[src/rtl/text_renderer.sv]
// Walks a string held in a synchronous text buffer and hands each printable glyph to a
// downstream character renderer. Optional line wrapping is enabled by defining TEXT_WRAP_EN.
module text_renderer #(
  parameter int FONT_WIDTH   = 8,
  parameter int FONT_HEIGHT  = 8,
  parameter int CHAR_SPACING = 1,
  parameter int LINE_SPACING = 1
) (
  input  logic       clock,
  input  logic       resetn,
  input  logic       start,
  input  logic [7:0] text_len,
  input  logic [9:0] origin_x,
  input  logic [8:0] origin_y,
  input  logic [3:0] size,
  input  logic [9:0] max_x,
  output logic [7:0] text_addr,
  input  logic [7:0] text_char,
  output logic [7:0] char_code,
  output logic [9:0] char_x,
  output logic [8:0] char_y,
  output logic [3:0] char_size,
  output logic       char_enable,
  input  logic       char_finished,
  output logic       busy,
  output logic       done,
  output logic [2:0] dbg_state
);

  typedef enum logic [2:0] {
    IDLE   = 3'd0,
    FETCH  = 3'd1,
    DECODE = 3'd2,
    DRAW   = 3'd3,
    GAP    = 3'd4,
    FINISH = 3'd5
  } state_t;

  localparam logic [12:0] SCREEN_H = 13'd480;

  state_t      state_q, state_d;
  logic [7:0]  idx_q, idx_d;
  logic [7:0]  len_q, len_d;
  logic [9:0]  ox_q, ox_d;
  logic [3:0]  size_q, size_d;
  logic [9:0]  maxx_q, maxx_d;
  logic [10:0] cur_x_q, cur_x_d;
  logic [9:0]  cur_y_q, cur_y_d;
  logic [7:0]  code_q, code_d;
  logic [9:0]  cx_q, cx_d;
  logic [8:0]  cy_q, cy_d;
  logic [3:0]  csize_q, csize_d;
  logic        done_q, done_d;
`ifdef TEXT_WRAP_EN
  logic        wrapped_q, wrapped_d;
`endif

  logic [11:0] glyph_w, glyph_h, adv, line_adv;
  logic [12:0] x_end, y_end, x_sum, y_sum;
  logic [10:0] x_next;
  logic [9:0]  y_next;
  logic        fit_x, fit_y, last_char, step;

  assign glyph_w  = 12'(size_q) * 12'(FONT_WIDTH);
  assign glyph_h  = 12'(size_q) * 12'(FONT_HEIGHT);
  assign adv      = 12'(size_q) * 12'(FONT_WIDTH + CHAR_SPACING);
  assign line_adv = 12'(size_q) * 12'(FONT_HEIGHT + LINE_SPACING);

  assign x_end = 13'(cur_x_q) + 13'(glyph_w);
  assign y_end = 13'(cur_y_q) + 13'(glyph_h);
  assign fit_x = x_end <= {3'b000, maxx_q};
  assign fit_y = y_end <= SCREEN_H;

  // Cursors saturate instead of wrapping so a run-away line can never alias back on screen.
  assign x_sum  = 13'(cur_x_q) + 13'(adv);
  assign y_sum  = 13'(cur_y_q) + 13'(line_adv);
  assign x_next = (|x_sum[12:11]) ? 11'h7FF : x_sum[10:0];
  assign y_next = (|y_sum[12:10]) ? 10'h3FF : y_sum[9:0];

  assign last_char = ({1'b0, idx_q} + 9'd1) == {1'b0, len_q};

  always_comb begin
    state_d = state_q;
    idx_d   = idx_q;
    len_d   = len_q;
    ox_d    = ox_q;
    size_d  = size_q;
    maxx_d  = maxx_q;
    cur_x_d = cur_x_q;
    cur_y_d = cur_y_q;
    code_d  = code_q;
    cx_d    = cx_q;
    cy_d    = cy_q;
    csize_d = csize_q;
    done_d  = (state_q == FINISH);
    step    = 1'b0;
`ifdef TEXT_WRAP_EN
    wrapped_d = wrapped_q;
`endif
    case (state_q)
      IDLE: begin
        if (start) begin
          len_d   = text_len;
          ox_d    = origin_x;
          size_d  = (size == 4'd0) ? 4'd1 : size;
          maxx_d  = max_x;
          cur_x_d = {1'b0, origin_x};
          cur_y_d = {1'b0, origin_y};
          idx_d   = 8'd0;
          state_d = (text_len == 8'd0) ? FINISH : FETCH;
        end
      end
      FETCH: begin
        state_d = DECODE;
`ifdef TEXT_WRAP_EN
        wrapped_d = 1'b0;
`endif
      end
      DECODE: begin
        if (text_char == 8'h0A) begin
          cur_x_d = {1'b0, ox_q};
          cur_y_d = y_next;
          step    = 1'b1;
        end else if (text_char == 8'h20) begin
          cur_x_d = x_next;
          step    = 1'b1;
        end else if (fit_x && fit_y) begin
          code_d  = text_char;
          cx_d    = cur_x_q[9:0];
          cy_d    = cur_y_q[8:0];
          csize_d = size_q;
          state_d = DRAW;
`ifdef TEXT_WRAP_EN
        end else if (!fit_x && !wrapped_q) begin
          // Buffer output is still addressed by idx, so the same glyph is re-tried next cycle.
          cur_x_d   = {1'b0, ox_q};
          cur_y_d   = y_next;
          wrapped_d = 1'b1;
`endif
        end else begin
          cur_x_d = x_next;
          step    = 1'b1;
        end
      end
      DRAW: begin
        if (char_finished) begin
          cur_x_d = x_next;
          state_d = GAP;
        end
      end
      GAP:     step    = 1'b1;
      FINISH:  state_d = IDLE;
      default: state_d = IDLE;
    endcase
    if (step) begin
      if (last_char) begin
        state_d = FINISH;
      end else begin
        idx_d   = idx_q + 8'd1;
        state_d = FETCH;
      end
    end
  end

  always_ff @(posedge clock or negedge resetn) begin
    if (!resetn) begin
      state_q <= IDLE;
      idx_q   <= '0;
      len_q   <= '0;
      ox_q    <= '0;
      size_q  <= '0;
      maxx_q  <= '0;
      cur_x_q <= '0;
      cur_y_q <= '0;
      code_q  <= '0;
      cx_q    <= '0;
      cy_q    <= '0;
      csize_q <= '0;
      done_q  <= 1'b0;
`ifdef TEXT_WRAP_EN
      wrapped_q <= 1'b0;
`endif
    end else begin
      state_q <= state_d;
      idx_q   <= idx_d;
      len_q   <= len_d;
      ox_q    <= ox_d;
      size_q  <= size_d;
      maxx_q  <= maxx_d;
      cur_x_q <= cur_x_d;
      cur_y_q <= cur_y_d;
      code_q  <= code_d;
      cx_q    <= cx_d;
      cy_q    <= cy_d;
      csize_q <= csize_d;
      done_q  <= done_d;
`ifdef TEXT_WRAP_EN
      wrapped_q <= wrapped_d;
`endif
    end
  end

  // char_enable/busy decode straight from state so an async reset drops them at once.
  assign char_enable = (state_q == DRAW);
  assign busy        = (state_q != IDLE);
  assign done        = done_q;
  assign text_addr   = idx_q;
  assign char_code   = code_q;
  assign char_x      = cx_q;
  assign char_y      = cy_q;
  assign char_size   = csize_q;
  assign dbg_state   = state_q;

endmodule
[config.mk]
export PLATFORM = sky130hd
export DESIGN_NAME = text_renderer
export DESIGN_NICKNAME = d
export VERILOG_FILES = /design/src/rtl/text_renderer.sv
export SDC_FILE = /design/constraint.sdc
export NUM_CORES = 1
export LEC_CHECK = 0
export BUFFER_PORTS_ARGS = -buffer_cell sky130_fd_sc_hd__buf_2
export CORE_ASPECT_RATIO = 1.75
export CORE_MARGIN = 2
export CORE_UTILIZATION = 50
export CTS_BUF_LIST = sky130_fd_sc_hd__clkbuf_4
export CTS_CLUSTER_DIAMETER = 50
export DETAILED_ROUTE_END_ITERATION = 16
export GPL_TIMING_DRIVEN = 1
export MAX_ROUTING_LAYER = met4
export PLACE_DENSITY = 0.72
export SYNTH_ARGS = -nofsm -noshare
export SYNTH_HDL_FRONTEND = slang
export SYNTH_SLANG_ARGS = --single-unit
[constraint.sdc]
create_clock -name clock -period 5.7 [get_ports clock]
set_input_delay 0.285 -clock clock [delete_from_list [all_inputs] [get_ports clock]]
set_output_delay 0.285 -clock clock [all_outputs]
set_load 0.02 [all_outputs]
==> results of run 1 <==
[routing by layer]
metal  vias up  part of all wire [%]
met5         -                     0
met2       137                    55
li1       2376                     -
met4         0                   4.8
met3        51                   3.1
met1      2466                    38
[worst paths after layout]
path,startpoint,end,slack (ns),cells after the start
min in group asynchronous,resetn,maxx_q[3],0.32,2
min reg2reg,ox_q[3],ox_q[3],0.49,2
max,size_q[1],cur_x_q[5],1.57,13
max reg2reg,size_q[1],cur_x_q[5],1.57,13
max in group asynchronous,resetn,ox_q[3],4.22,3
min,origin_x[1],ox_q[1],0.01,3
[report_power, final]
part	switching [W]	total [W]	internal (W)
clock	0.000235	0.000379	0.000143
combinational	0.00154	0.00268	0.00114
sequential	0.000315	0.00131	0.000990
[flip-flops by register name, indices dropped and copies added (netlist names), 8 cells and up]
signal / flops
cur_y_q: 10
maxx_q: 10
ox_q: 10
text_addr: 8
char_y: 9
char_x: 10
char_code: 8
cur_x_q: 11
len_q: 8
[layout make-up]
class,instances,area (µm²)
Timing Repair Buffer,103,538.0
Tap cell,135,168.9
Clock inverter,5,57.56
Sequential cell,96,2402
Multi-Input combinational cell,464,3187
Antenna cell,1,2.502
Fill cell,1027,4885
Clock buffer,11,82.58
Inverter,34,127.6
[worst reg2reg max path, stage by stage (launching register included)]
cell       delay, ns
dfrtp_1         0.49
inv_1           0.20
fa_1            0.47
nor2b_1         0.13
o21ai_0         0.11
nand2b_1        0.12
and3_1          0.18
xor2_1          0.16
ha_1            0.28
a2111oi_0       0.42
a21oi_1         0.25
o41ai_4         0.68
nand2_4         0.21
mux2_1          0.35
[what timing repair did]
item | CTS | global route
endpoints found under the hold margin | 39 | 0
buffers inserted | 0 | 0
hold buffers | 2 | 0
[cells in the final DEF, fill, tap and decap left out, types with 11 or more instances in the layout]
cell,count
ha_1,38
nand2_1,108
inv_1,34
dfrtp_1,96
xnor2_1,11
buf_2,96
nor2_1,33
clkbuf_4,11
mux2_2,31
o21ai_0,42
a21oi_1,24
o22ai_1,13
nor3_1,14
[logic make-up (layout without fill, tap and decap cells)]
group | count (synthesis) | after routing
fa+ha+maj | 42 | 42
other cells | 0 | 1
simple gates | 212 | 212
compound gates | 146 | 146
mux | 45 | 45
xor+xnor | 19 | 19
buf+inv | 55 | 153
flops | 96 | 96
[stage by stage]
step	total power [W]	hold WS (ns)	worst slack (ns)	instances	area, µm²
floorplan	0.003203	-0.01059	2.089	615	5801
global placement	0.003884	0.2899	1.760	830	6404
detailed placement	0.003977	0.2975	1.567	830	6404
CTS	0.004366	0.006270	1.576	848	6564
global route	0.004722	0.005752	1.283	849	6566
finish	0.004364	0.01260	1.566	849	6566
==> impl_metrics.json, run 1 <==
{
  "yosysTopAreaCell": "dfrtp_1",
  "endpoint_kind": "register",
  "initial_core_util_pct": 50.66,
  "yosysWarnings": 0,
  "die_h_um": 146.5,
  "finalCritPeriodShare_pct": 72.53,
  "syn2layout_area_growth_pct": 13.20,
  "status": "finished, final reports clean",
  "critPathLaunchType": "register",
  "synth_edf_count": 0,
  "synth_mux_area_share_pct": 8.585,
  "maxCapViolations": 0,
  "yosysSeqAreaShare_pct": 41.42,
  "synth_area_leaders": "dfrtp_1 41%, ha_1 8.2%, nand2_1 7.0%, mux2_2 6.0%, o21ai_0 3.6%",
  "nets": 803,
  "grtUsageMet1_pct": 29.69,
  "io_pins": 98,
  "arrival_ns": 4.49,
  "synth-compound-area-share_pct": 17.15,
  "worst_slew_pin_slew_ns": 1.180,
  "cts_buffers": 9,
  "drt-initial-drc-count": 259,
  "synth_top_area_share_pct": 41.42,
  "path_cells": "inv_1 > fa_1 > nor2b_1 > o21ai_0 > nand2b_1 > and3_1 > xor2_1 > ha_1 > a2111oi_0 > a21oi_1 > o41ai_4 > nand2_4 > mux2_1",
  "power.density_mw_per_mm2": 664.6,
  "chipWidth_um": 85.42,
  "synthesis.nets": 710,
  "hold_path_class": "input port to register",
  "first_global_vias": 5079,
  "critPathMaxStageDelay_ns": 0.67,
  "cts_max_path_buffers": 2,
  "vias": 5030,
  "rsz0062_at_grt": "false",
  "netlist_top_cells_count": "108 x nand2_1, 96 x dfrtp_1, 42 x o21ai_0",
  "post-synth-top-count-cell": "nand2_1",
  "wl_um": 16050,
  "htreeDepth": 3,
  "dr.pass1.iters": 5,
  "drtAntennaViolNets": 0,
  "wire_per_inst_um": 18.90,
  "drc": 0,
  "tns_ns": 0,
  "top_usage_layer": "met2",
  "grt_use_met2_pct": 47.03,
  "synthSimpleGateAreaFrac_pct": 16.76,
  "crit_fanout": 10,
  "vdd_drop_max_uv": 375.7,
  "clkLatencyLatePin_ns": 0.47,
  "cts_sinks": 96,
  "period_needed_ns": 4.134,
  "avgSynthCellArea_um2": 9.432,
  "clock.fmax_mhz": 241.9,
  "place_congestion": 0.9175,
  "cts_resized": 0,
  "cts-root-buf": "clkbuf_4",
  "post-dp-hpwl_um": 12440,
  "path_buf_inv": 1,
  "placement.io_buffers": 97,
  "cts_tree": "built",
  "slew_headroom_pct": 21.02,
  "finalHoldViolCount": 0,
  "required_ns": 6.06,
  "grt_usage_pct": 26.95,
  "synth_ff_type": "dfrtp_1",
  "synthAdderAreaFrac_pct": 9.577,
  "gr-total-overflow": 0,
  "avgViaCountPerCell": 5.925,
  "ys_async_sr_fraction_pct": 100.0,
  "syn_inst": 615,
  "ys_types": 67,
  "netlist_area_mm2": 0.005801,
  "antenna_found_initial": 1,
  "core_area_mm2": 0.01145,
  "die_area_mm2": 0.01251,
  "finalClockSkew_ns": 0.02616,
  "rows": 52,
  "setup_violations": 0,
  "leakage_nw": 3.262,
  "layout-drive-gt1-share_pct": 22.86,
  "clk_pin_slew_ns": 0.16,
  "grt_pass1_wl_um": 25570,
  "synth_seq_cells": 96,
  "drv_slew": 0,
  "yosys.area_share.xor_xnor_pct": 2.869,
  "slowest_stage": "o41ai_4",
  "crit_family": "compound AO/OA/AOI/OAI gates",
  "grt_max_degree": 59,
  "synth_top_family_by_area": "compound AO/OA/AOI/OAI gates",
  "final_core_util_pct": 57.34,
  "critPathKind": "register to register",
  "grt_util_met3_pct": 3.279
}
(Power assumes the default switching activity.)
==> inputs of run 2 (changes only) <==
- PLACE_DENSITY: 0.72 -> 0.75
- clock period: 5.7 -> 3.4 ns (I/O delays scaled with it)
==> run 2 against run 1 <==
The flow now finishes with violations (negative setup slack). Largest cell class unchanged. Combinational power is 110% higher. Critical path type unchanged. Final cell count is 8.8% higher. Register-to-register slack worse by 1.6 ns. Non-clock buffer count is 75 higher. Wire length is 10% higher. Worst setup slack worse by 1.6 ns. Hold slack better by 0.0081 ns. Core utilization is 7.7 points higher. Count of clock-buffer cells in the layout is 1 lower.
==> impl_metrics.json, run 2 (synthesized netlist as in run 1, its figures left out) <==
{
  "first_global_vias": 5607,
  "placement.io_buffers": 97,
  "final_core_util_pct": 65.08,
  "maxCapViolations": 0,
  "clock.fmax_mhz": 292.2,
  "die_area_mm2": 0.01251,
  "place_congestion": 1.008,
  "critPathLaunchType": "register",
  "period_needed_ns": 3.422,
  "antenna_found_initial": 0,
  "endpoint_kind": "register",
  "grt_max_degree": 65,
  "critPathMostFrequentCell": "buf_6",
  "setup_ws_ns": -0.02246,
  "drt-initial-drc-count": 371,
  "nets": 879,
  "required_ns": 3.81,
  "critPathKind": "register to register",
  "leakage_nw": 3.665,
  "tns_ns": -0.03590,
  "path_buf_inv": 4,
  "grt_pass1_wl_um": 27210,
  "finalCritPeriodShare_pct": 100.7,
  "drtAntennaViolNets": 0,
  "htreeDepth": 3,
  "layout-drive-gt1-share_pct": 28.01,
  "slew_headroom_pct": 28.25,
  "final_common_cell": "nand2_1",
  "drc": 0,
  "worst_slew_pin_slew_ns": 1.072,
  "vias": 5461,
  "crit_fanout": 6,
  "setup_violations": 2,
  "wire_per_inst_um": 19.18,
  "initial_core_util_pct": 50.66,
  "io_pins": 98,
  "finalHoldViolCount": 0,
  "wl_um": 17720,
  "cts_max_path_buffers": 2,
  "power.density_mw_per_mm2": 1135,
  "die_h_um": 146.5,
  "cts_tree": "built",
  "rsz0062_at_grt": "true",
  "core_area_mm2": 0.01145,
  "drv_slew": 0,
  "post-dp-hpwl_um": 12480,
  "failed_checks": "negative setup slack",
  "finalClockSkew_ns": 0.01900,
  "vdd_drop_max_uv": 691.6,
  "path_cells": "ha_2 > inv_2 > fa_2 > nor2b_1 > o21ai_1 > nand2b_1 > and3_1 > xor2_1 > ha_1 > o21a_1 > o32ai_2 > a21oi_4 > o41ai_4 > buf_6 > buf_6 > buf_6 > a221o_2 > o21ai_1",
  "cts_buffers": 9,
  "cts-root-buf": "clkbuf_4",
  "grt_usage_pct": 28.50,
  "diodes": 0,
  "avgViaCountPerCell": 5.910,
  "max_flop_register": "cur_x_q",
  "r2r_slack_ns": -0.02,
  "clk_pin_slew_ns": 0.15,
  "dr.pass1.iters": 5,
  "arrival_ns": 3.83,
  "largest_reg_flops": 11,
  "hold_path_class": "input port to register",
  "rows": 52,
  "chipWidth_um": 85.42,
  "status": "finished with violations",
  "final_cell_mix": "107 x nand2_1, 96 x dfrtp_1, 96 x buf_2",
  "syn2layout_area_growth_pct": 28.47,
  "cts_sinks": 96,
  "critPathMaxStageDelay_ns": 0.39,
  "slowest_stage": "dfrtp_1",
  "gr-total-overflow": 0,
  "crit_family": "compound AO/OA/AOI/OAI gates",
  "clkLatencyLatePin_ns": 0.47
}
## run 2: cell count changes in the layout (fill, tap and decap cells not counted), moves of 3 or more
cell | before | now
clkinv_2 | 0 | 3
buf_6 | 0 | 4
dlygate4sd3_1 | 2 | 42
o21ai_1 | 0 | 4
o21ai_0 | 42 | 36
buf_4 | 5 | 32
## run 2: through the flow
stage,power (W),worst slack (ns),std cells,hold slack (ns),instance area (µm²)
floorplan,0.005475,0.02126,615,-0.1256,5828
global placement,0.006882,0.06226,856,0.3171,6639
detailed placement,0.007108,-0.06670,856,0.3292,6639
CTS,0.007909,-0.004019,916,0.009789,7234
global route,0.009017,-0.1839,924,0.02753,7452
finish,0.008461,-0.02246,924,0.02070,7452
## run 2: timing repair
item                       CTS  global route
setup buffers                2             4
pin swaps                    0             5
hold endpoints to repair   103             0
setup endpoints to repair   42            51
gates cloned                 0             4
resized for setup            7            29
hold buffers                42             0
## run 2: report_power, final
| part | switching, W | total, W | leakage, nW | internal, W |
|---|---|---|---|---|
| Combinational | 0.00316 | 0.00572 | 2.41 | 0.00256 |
| Clock | 0.000397 | 0.000625 | 0.0722 | 0.000229 |
| Sequential | 0.000453 | 0.00211 | 1.18 | 0.00166 |
| Total | 0.00401 | 0.00846 | 3.67 | 0.00445 |
## run 2: final timing paths
kind	from	to	depth (start not counted)
max	cur_x_q[3]	cur_x_q[1]	18
min	origin_y[3]	cur_y_q[3]	3
max reg2reg	cur_x_q[3]	cur_x_q[1]	18
min reg2reg	ox_q[3]	ox_q[3]	2
max in group asynchronous	resetn	ox_q[5]	3
min in group asynchronous	resetn	maxx_q[6]	2
## run 2: tightest hold or removal path, cell delays in order
cell	delay [ns]
buf_2	0.08
o22ai_1	0.07
o21ai_0	0.12
## run 2: final cells by class
type | count | area (µm²)
inverters | 34 | 127.6
clock inverters | 6 | 60.06
multi-input cells | 465 | 3347
clock buffers | 10 | 75.07
fillers | 950 | 3999
repair buffers | 178 | 1271
flip-flops and latches | 96 | 2402
well taps | 135 | 168.9
## run 2: layer usage
| layer | GRT usage [%] | up-vias | wire [µm] |
|---|---|---|---|
| li1 | - | 2536 | - |
| met4 | 15.71 | 0 | 1074 |
| met1 | 29.11 | 2647 | 6208 |
| met3 | 3.505 | 73 | 654 |
| met5 | - | - | 0 |
| met2 | 51.41 | 205 | 9785 |
==> inputs of run 3 (changes only) <==
- BUFFER_PORTS_ARGS: -buffer_cell sky130_fd_sc_hd__buf_2 -> -buffer_cell sky130_fd_sc_hd__clkbuf_2
==> run 3 against run 2 <==
The run now ends clean. Fmax grew 1.0%. Cell area shrank 1.2%. Wire length shrank 3.1%. Power shrank 3.5%. Clock skew shrank 0.0061 ns. Clock power grew 1%. Critical path type unchanged. Largest power group unchanged.
==> impl_metrics.json, run 3 (synthesized netlist as in run 1, its figures left out) <==
{
  "status": "finished, final reports clean",
  "wl_um": 17170,
  "tns_ns": 0,
  "r2r_slack_ns": 0.01,
  "vias": 5405,
  "cts_sinks": 96,
  "dr.max_layer_used": "met4",
  "r2r-end": "text_addr[0]",
  "die_area_mm2": 0.01251,
  "initial_core_util_pct": 50.66,
  "cts_max_path_buffers": 2,
  "antenna_found_initial": 1,
  "cts-root-buf": "clkbuf_4",
  "largest_reg_flops": 11,
  "critPathMaxStageDelay_ns": 0.40,
  "place_inst": 856,
  "maxCapViolations": 0,
  "grt_usage_pct": 28.08,
  "clock.fmax_mhz": 295.2,
  "min_to": "cur_y_q[0]",
  "avgViaCountPerCell": 5.850,
  "rr_startpoint": "cur_x_q[3]",
  "placement.io_buffers": 97,
  "place_congestion": 1.008,
  "first_global_vias": 5679,
  "leakage_nw": 3.648,
  "io_pins": 98,
  "wl_met3_um": 627,
  "finalClockSkew_ns": 0.01289,
  "critPathKind": "register to register",
  "drtAntennaViolNets": 0,
  "finalNonFillerCells": 924,
  "cts_tree": "built",
  "clk_pin_slew_ns": 0.15,
  "crit_fanout": 6,
  "final_common_cell": "nand2_1",
  "finalHoldViolCount": 0,
  "path_cells": "ha_2 > inv_1 > fa_2 > nor2b_1 > o21ai_1 > nand2b_1 > and3_1 > xor2_1 > ha_1 > nand4_1 > o32ai_2 > a21oi_4 > o31a_2 > o21ai_0 > buf_4 > mux2i_1",
  "dr.pass1.iters": 5,
  "drv_slew": 0,
  "chipWidth_um": 85.42,
  "nets": 878,
  "endpoint_kind": "register",
  "slew_headroom_pct": 29.35,
  "clkLatencyLatePin_ns": 0.46,
  "layout-drive-gt1-share_pct": 26.40,
  "power.density_mw_per_mm2": 1109,
  "syn2layout_area_growth_pct": 26.96,
  "post-dp-hpwl_um": 12570,
  "rows": 52,
  "htreeDepth": 3,
  "arrival_ns": 3.78,
  "wl_met1_um": 6175,
  "core_area_mm2": 0.01145,
  "final_cell_mix": "107 x nand2_1, 96 x dfrtp_1, 96 x clkbuf_2",
  "die_h_um": 146.5,
  "worstRegToRegCells": 16,
  "finalCritPeriodShare_pct": 99.64,
  "drt-initial-drc-count": 229,
  "drc": 0,
  "wire_per_inst_um": 18.59,
  "period_needed_ns": 3.388,
  "setup_violations": 0,
  "grt_pass1_wl_um": 26880,
  "vdd_drop_max_uv": 666.2,
  "cts_buffers": 9,
  "rsz0062_at_grt": "true",
  "total_power_w": 0.008164,
  "required_ns": 3.79,
  "gr-total-overflow": 0,
  "worst_slew_pin_slew_ns": 1.056,
  "max_flop_register": "cur_x_q",
  "slowest_stage": "o31a_2",
  "grt_max_degree": 43,
  "hold_path_class": "input port to register",
  "hold_path.startpoint": "origin_y[0]",
  "met2WireLength_um": 9464,
  "critPathLaunchType": "register",
  "min_delay_path_depth": 3
}
## run 3: layout make-up
type / instances / area [µm²]
Clock inverter: 7 / 72.57
Antenna cell: 1 / 2.502
Tap cell: 135 / 168.9
Inverter: 34 / 127.6
Timing Repair Buffer: 178 / 1250
Fill cell: 956 / 4086
Sequential cell: 96 / 2402
Clock buffer: 9 / 67.56
Multi-Input combinational cell: 464 / 3273
## run 3: power by group
group	internal, W	total [W]	switching [W]	leakage [nW]
Clock	0.000224	0.000633	0.000409	0.0719
Sequential	0.00166	0.00211	0.000447	1.18
Combinational	0.00242	0.00542	0.00300	2.39
## run 3: stage by stage
| step | hold WS (ns) | area [µm²] | util, % | setup slack (ns) |
|---|---|---|---|---|
| after floorplan | -0.1256 | 5828 | - | 0.02126 |
| after global placement | 0.1868 | 6639 | 57.98 | -0.006441 |
| after detailed placement | 0.2005 | 6639 | 57.98 | -0.08639 |
| after CTS | 0.008186 | 7266 | 63.45 | -0.04081 |
| after global routing | 0.02926 | 7365 | 64.31 | -0.1375 |
| final | 0.03800 | 7365 | 64.31 | 0.01209 |
## run 3: worst max-delay path: cells and delay by family, from the launching register on
kind,cells,cell delay [ns]
DFF,1,0.38
and+or+nand+nor,4,0.53
AOI/OAI and AO/OA,5,1.06
adders and majority gates,3,0.90
buffers and inverters,2,0.20
muxes,1,0.18
xor gates and xnor gates,1,0.07
## run 3: what timing repair did
action,in CTS,in global routing
setup endpoints to repair,42,51
pin swaps,3,6
hold buffers,45,0
gates resized for setup,7,11
hold endpoints to repair,84,0
cloned,0,2
setup buffers,2,2
## run 3: worst max path at each step
stage                         to  depth (start not counted)       start
floorplan             cur_x_q[5]                         14   size_q[1]
global placement      cur_x_q[3]                         11   size_q[0]
detailed placement    cur_x_q[1]                         13   size_q[0]
CTS                   cur_x_q[5]                         17   size_q[0]
global route        text_addr[1]                         16  cur_x_q[3]
finish              text_addr[0]                         16  cur_x_q[3]
## run 3: metal layers
metal | up-vias | track usage [%]
met4 | 0 | 17.70
met3 | 62 | 2.826
met1 | 2647 | 28.27
met2 | 177 | 50.43
li1 | 2519 | -
met5 | - | -
